$ cat config.mk
export PLATFORM = sky130hd
export DESIGN_NAME = vect_auto_incr_seq
export DESIGN_NICKNAME = d
export VERILOG_FILES = /design/src/rtl/cgra_pkg.sv /design/src/rtl/addr_stepper.sv /design/src/rtl/vect_auto_incr_seq.sv
export SDC_FILE = /design/constraint.sdc
export NUM_CORES = 1
export LEC_CHECK = 0
export BUFFER_PORTS_ARGS = -buffer_cell sky130_fd_sc_hd__buf_2
export CORE_MARGIN = 2
export CORE_UTILIZATION = 40
export DETAILED_ROUTE_END_ITERATION = 6
export GPL_TIMING_DRIVEN = 1
export PLACE_DENSITY = 0.66
export SLEW_MARGIN = 20
export SYNTH_ARGS = -nofsm -noshare
export SYNTH_HDL_FRONTEND = slang
export SYNTH_SLANG_ARGS = --single-unit
$ cat constraint.sdc
create_clock -name clk -period 3.4 [get_ports clk]
set_input_delay 0.17 -clock clk [delete_from_list [all_inputs] [get_ports clk]]
set_output_delay 0.17 -clock clk [all_outputs]
set_load 0.005 [all_outputs]
$ cat src/rtl/cgra_pkg.sv
// Shared CGRA types and default widths for the PC path and the vector element sequencer.
package cgra_pkg;

  localparam int ADDR_W   = 12;
  localparam int LEN_W    = 12;
  localparam int STRIDE_W = 8;

  typedef enum logic [1:0] {
    SEQ_IDLE = 2'd0,
    SEQ_RUN  = 2'd1,
    SEQ_DONE = 2'd2
  } seq_state_t;

  typedef enum logic [1:0] {
    STEP_HOLD = 2'd0,
    STEP_LOAD = 2'd1,
    STEP_INC  = 2'd2
  } step_op_t;

endpackage

$ cat src/rtl/addr_stepper.sv
// One address stream: load a base, advance by the sign-extended stride, or hold.
// Registered output; the new address is visible the cycle after the op is applied.
module addr_stepper #(
  parameter int ADDR_W   = cgra_pkg::ADDR_W,
  parameter int STRIDE_W = cgra_pkg::STRIDE_W
) (
  input  logic                 clk,
  input  logic                 rst,
  input  cgra_pkg::step_op_t   i_op,
  input  logic [ADDR_W-1:0]    i_base,
  input  logic [STRIDE_W-1:0]  i_stride,
  output logic [ADDR_W-1:0]    o_addr
);
  import cgra_pkg::*;

  localparam int EXT_W = ADDR_W - STRIDE_W;

  logic [ADDR_W-1:0] r_addr;
  logic [ADDR_W-1:0] w_inc;

  // Negative strides become large unsigned increments, so the add wraps modulo 2^ADDR_W.
  assign w_inc = {{EXT_W{i_stride[STRIDE_W-1]}}, i_stride};

  always_ff @(posedge clk) begin
    if (rst) begin
      r_addr <= '0;
    end else begin
      case (i_op)
        STEP_LOAD: r_addr <= i_base;
        STEP_INC:  r_addr <= r_addr + w_inc;
        default:   r_addr <= r_addr;
      endcase
    end
  end

  assign o_addr = r_addr;

endmodule

$ cat src/rtl/vect_auto_incr_seq.sv
// Vector element sequencer: steps element index and A/B/D addresses one element per cycle,
// N+2 cycles per vector launch; stall holds the current element, done pulses once at the end.
module vect_auto_incr_seq #(
  parameter int ADDR_W   = cgra_pkg::ADDR_W,
  parameter int LEN_W    = cgra_pkg::LEN_W,
  parameter int STRIDE_W = cgra_pkg::STRIDE_W
) (
  input  logic                 clk,
  input  logic                 rst,
  input  logic                 instr_valid,
  input  logic                 is_not_vect,
  input  logic [LEN_W-1:0]     vec_len,
  input  logic [ADDR_W-1:0]    base_a,
  input  logic [ADDR_W-1:0]    base_b,
  input  logic [ADDR_W-1:0]    base_d,
  input  logic [STRIDE_W-1:0]  stride,
  input  logic                 stall,
  output logic                 elem_valid,
  output logic [LEN_W-1:0]     elem_idx,
  output logic [ADDR_W-1:0]    addr_a,
  output logic [ADDR_W-1:0]    addr_b,
  output logic [ADDR_W-1:0]    addr_d,
  output logic                 busy,
  output logic                 done_auto_incr
);
  import cgra_pkg::*;

  localparam logic [LEN_W-1:0] LEN_ONE = LEN_W'(1);

  seq_state_t           r_state;
  seq_state_t           w_next;
  step_op_t             w_op;
  logic [LEN_W-1:0]     r_idx;
  logic [LEN_W-1:0]     r_last;
  logic [STRIDE_W-1:0]  r_stride;
  logic                 w_launch;
  logic                 w_last;

  assign w_launch = instr_valid & ~is_not_vect;
  assign w_last   = (r_idx == r_last);

  always_ff @(posedge clk) begin
    if (rst) begin
      r_state <= SEQ_IDLE;
    end else begin
      r_state <= w_next;
    end
  end

  // Outputs decode only the state register, so nothing combinational reaches them from inputs.
  always_comb begin
    w_next         = r_state;
    w_op           = STEP_HOLD;
    elem_valid     = 1'b0;
    busy           = 1'b0;
    done_auto_incr = 1'b0;
    case (r_state)
      SEQ_IDLE: begin
        if (w_launch) begin
          w_op   = STEP_LOAD;
          w_next = (vec_len != '0) ? SEQ_RUN : SEQ_DONE;
        end
      end
      SEQ_RUN: begin
        elem_valid = 1'b1;
        busy       = 1'b1;
        if (!stall) begin
          if (w_last) w_next = SEQ_DONE;
          else        w_op   = STEP_INC;
        end
      end
      SEQ_DONE: begin
        busy           = 1'b1;
        done_auto_incr = 1'b1;
        w_next         = SEQ_IDLE;
      end
      default: w_next = SEQ_IDLE;
    endcase
  end

  // N-1 is latched at launch so the end-of-vector compare never depends on live inputs.
  always_ff @(posedge clk) begin
    if (rst) begin
      r_idx    <= '0;
      r_last   <= '0;
      r_stride <= '0;
    end else if (w_op == STEP_LOAD) begin
      r_idx    <= '0;
      r_last   <= vec_len - LEN_ONE;
      r_stride <= stride;
    end else if (w_op == STEP_INC) begin
      r_idx    <= r_idx + LEN_ONE;
    end
  end

  assign elem_idx = r_idx;

  addr_stepper #(.ADDR_W(ADDR_W), .STRIDE_W(STRIDE_W)) u_step_a (
    .clk(clk), .rst(rst), .i_op(w_op), .i_base(base_a), .i_stride(r_stride), .o_addr(addr_a)
  );

  addr_stepper #(.ADDR_W(ADDR_W), .STRIDE_W(STRIDE_W)) u_step_b (
    .clk(clk), .rst(rst), .i_op(w_op), .i_base(base_b), .i_stride(r_stride), .o_addr(addr_b)
  );

  addr_stepper #(.ADDR_W(ADDR_W), .STRIDE_W(STRIDE_W)) u_step_d (
    .clk(clk), .rst(rst), .i_op(w_op), .i_base(base_d), .i_stride(r_stride), .o_addr(addr_d)
  );

endmodule

==> flow_summary.toml <==
[sta]
unrepaired_setup_endpoints_after_global_routing = "no"
finalWorstPathRequiredPeriod_ps = 2840
slew_viol_final = 0
maxSlewHeadroom_pct = 37.0
fin_skew_ps = 9.74
final-setup-viol-count = 0
worst_slack_ps = 562
worst-slew-pin-transition_ps = 943
period_utilization_pct = 83.5
max_freq_mhz = 352
setup_tns_ps = 0
hold_viol = 0

[global_route]
grt.busiest_layer = "met2"
globalRouteMet2Util_pct = 34.6
grt_max_degree = 52
globalRoute.totalOverflow = 0
first_pass_grt_wire_length_mm = 23.1
global_route_track_usage_on_met1_pct = 30.4
groute.layer.met3.usage_pct = 4.86
grt_use_total_pct = 22.0
number_of_global_route_vias_before_repair = 4548
antenna_found_initial = 0

[clock_network]
later_pin_clock_latency_in_the_skew_report_ps = 340
clk_transition_reported_paths_ps = 60
htree_num_levels = 3
clk_root_buffer_cell = "sky130_fd_sc_hd__clkbuf_16"
cts_tree = "built"
cts_buffer_depth = 2
post_cts_buffers = 0
resized_after_cts = 0
cts_hold_repair.buffers = 0
cts.sinks = 70
cts-buffers-inserted = 9

[pwr]
switching_share_pct = 40.3
power_per_cell_area_nw_per_um2 = 603
cell_leakage_power_nw = 2.70
clkPwrFrac_pct = 23.8
sequentialPowerShare_pct = 33.0
ir_drop_v = 0.000280
comb_power_share_pct = 43.1
internal_power_w = 0.00216
net-switching-power_w = 0.00145

[synthesis]
avgSynthCellArea_sq_um = 8.17
synth_warnings = 0
synth.area.top_cells = "sky130_fd_sc_hd__dfxtp_1, sky130_fd_sc_hd__ha_1, sky130_fd_sc_hd__nor2_1"
synthDominantCellAreaShare_pct = 27.9
synth_seq_area_share_pct = 27.9
synthesis.area_sq_um = 5020
mappedNetlistNets = 718
synth-seq-cells = 70
postSynth.topFlopCell = "sky130_fd_sc_hd__dfxtp_1"
yosys.cell_types.count = 61
postSynthCellCount = 614
synthDominantAreaCellType = "sky130_fd_sc_hd__dfxtp_1"
synth_async_sr_flop_share_pct = 0
synth-edff-count = 0

[floorplanning]
fp.coreArea_sq_um = 12100
die_h_um = 116
top_level_ports = 112
die_area_sq_um = 13500
initial_core_util_pct = 41.4
die_w_um = 116
rows = 40

[setup_path]
startpoint_to_endpoint_class_of_the_critical_path = "reg2reg"
cpPeakStageDelay_ps = 510
worstSetupStartpointType = "flop"
worstPathCellList = "xor2_1 > nor4_2 > nand3_1 > nand3b_1 > inv_1 > ha_1 > buf_4 > clkinv_1 > nor2_1 > a21oi_1 > o221ai_1 > mux2i_1"
arrival_ps = 3050
critical-path-slowest-cell = "sky130_fd_sc_hd__clkinv_1"
critical_path.endpoint_type = "flop"
crit_required_ps = 3610
timing.critical_path.fanout_max = 19

[finish]
syn_to_final_growth_pct = 19.4
final_layout_size_suffix_gt1_share_pct = 21.1
finish.net_count = 816

[drt]
initialDrtViolationCount = 368
finalWirelength_mm = 14.9
drt-vias-per-instance = 5.58
dr.pass1.iters = 5
num_vias = 4947
final_antenna_net_count = 0
wire_per_inst_um = 16.8
route.detailed.drc = 0

[outcome]
outcome = "complete, no violations"

[min_path]
holdCritPathClass = "in2reg"

[placed_design]
dpl.hpwl_mm = 11.0
pre_cts_ws_ps = 620
finalWeightedCongestion = 0.905
io_buffer_count = 111

[job]
maxCapViolCount = 0
[power groups by stage]
stage	logic [W]	registers [W]	clock network (W)
floorplan	0.00108	0.00116	0
global placement	0.00150	0.00119	0
detailed placement	0.00154	0.00121	0
CTS	0.00155	0.00119	0.000880
global route	0.00174	0.00121	0.000908
finish	0.00156	0.00119	0.000860
[sequential cells by signal (all words and copies together) (netlist names)]
signal	count
elem_idx	12
r_state	2
u_step_a.o_addr	12
r_stride	8
r_last	12
u_step_d.o_addr	12
u_step_b.o_addr	12
[worst paths after layout]
kind | startpoint | end | slack [ps] | cells after the start
setup / recovery | elem_idx[4] | u_step_b.o_addr[11] | 560 | 12
hold / removal | stride[0] | r_stride[0] | 70 | 3
setup reg to reg | elem_idx[4] | u_step_b.o_addr[11] | 560 | 12
hold reg to reg | u_step_d.o_addr[4] | u_step_d.o_addr[4] | 500 | 2
[placed cells by master (no fill, tap or decap), types with 18 or more instances in the layout]
cell / instances
sky130_fd_sc_hd__ha_1: 40
sky130_fd_sc_hd__a211oi_1: 30
sky130_fd_sc_hd__o21ai_0: 26
sky130_fd_sc_hd__mux2i_1: 19
sky130_fd_sc_hd__buf_2: 111
sky130_fd_sc_hd__xor2_1: 25
sky130_fd_sc_hd__nand2_1: 27
sky130_fd_sc_hd__nand3_1: 18
sky130_fd_sc_hd__a21oi_1: 50
sky130_fd_sc_hd__inv_1: 21
sky130_fd_sc_hd__nor2_1: 76
sky130_fd_sc_hd__dfxtp_1: 70
[cell families after synthesis]
| kind of cell | synth area share [%] |
|---|---|
| AOI/OAI and AO/OA | 26.0 |
| xor gates and xnor gates | 6.81 |
| adders and majority gates | 11.2 |
| buffers and inverters | 4.29 |
| DFF | 27.9 |
| muxes | 4.24 |
| and+or+nand+nor | 19.6 |
[metal layers]
metal / vias to the layer above / part of all wire [%]
met1: 2313 / 48
met2: 140 / 45
met3: 12 / 5.9
li1: 2482 / -
met5: - / 0
met4: 0 / 1.0
[worst max-delay path: cells and delay by family, from the launching register on]
kind                       cells  cell delay, ps
buffers and inverters          3             800
and+or+nand+nor                4             620
DFF                            1             470
AOI/OAI and AO/OA              2             300
xor gates and xnor gates       1             210
adders and majority gates      1             210
muxes                          1             100
[cells in the mapped netlist, drive strengths merged (3+ instances only)]
library cell	number
mux2i	19
a21oi	50
o211a	3
inv	21
nor2b	3
a21o	13
o31ai	4
o22ai	7
nor3	7
o31a	3
nand3	18
or2	5
buf	8
fa	3
or3	13
ha	40
nand4	10
nand2	27
a311oi	6
o211ai	6
xnor2	14
xor2	25
o21a	6
a22oi	5
a31oi	8
clkbuf	25
nor4	8
nor2	76
a21boi	3
dfxtp	70
and3	8
a211oi	32
o221ai	5
o21ai	31
and4	3
[metrics by stage]
| step | area, sq um | power [W] | util [%] | hold slack [ps] | cells |
|---|---|---|---|---|---|
| 2_1_floorplan | 5020 | 0.00224 | - | 269 | 614 |
| 3_3_place_gp | 5720 | 0.00270 | 47.2 | 407 | 869 |
| 3_5_place_dp | 5720 | 0.00275 | 47.2 | 414 | 869 |
| 4_1_cts | 5990 | 0.00362 | 49.4 | 64.5 | 885 |
| 5_1_grt | 5990 | 0.00386 | 49.4 | 91.4 | 885 |
| 6_report | 5990 | 0.00361 | 49.5 | 70.5 | 886 |
[cell type report]
| cell class | instances | area, sq um |
|---|---|---|
| inverters | 23 | 86.3 |
| clock inverters | 6 | 38.8 |
| flip-flops and latches | 70 | 1400 |
| fillers | 1204 | 6120 |
| multi-input cells | 488 | 3400 |
| well taps | 168 | 210 |
| diodes | 1 | 2.50 |
| clock buffers | 10 | 229 |
| repair buffers | 120 | 623 |
Power figures use the tool's default switching activity.
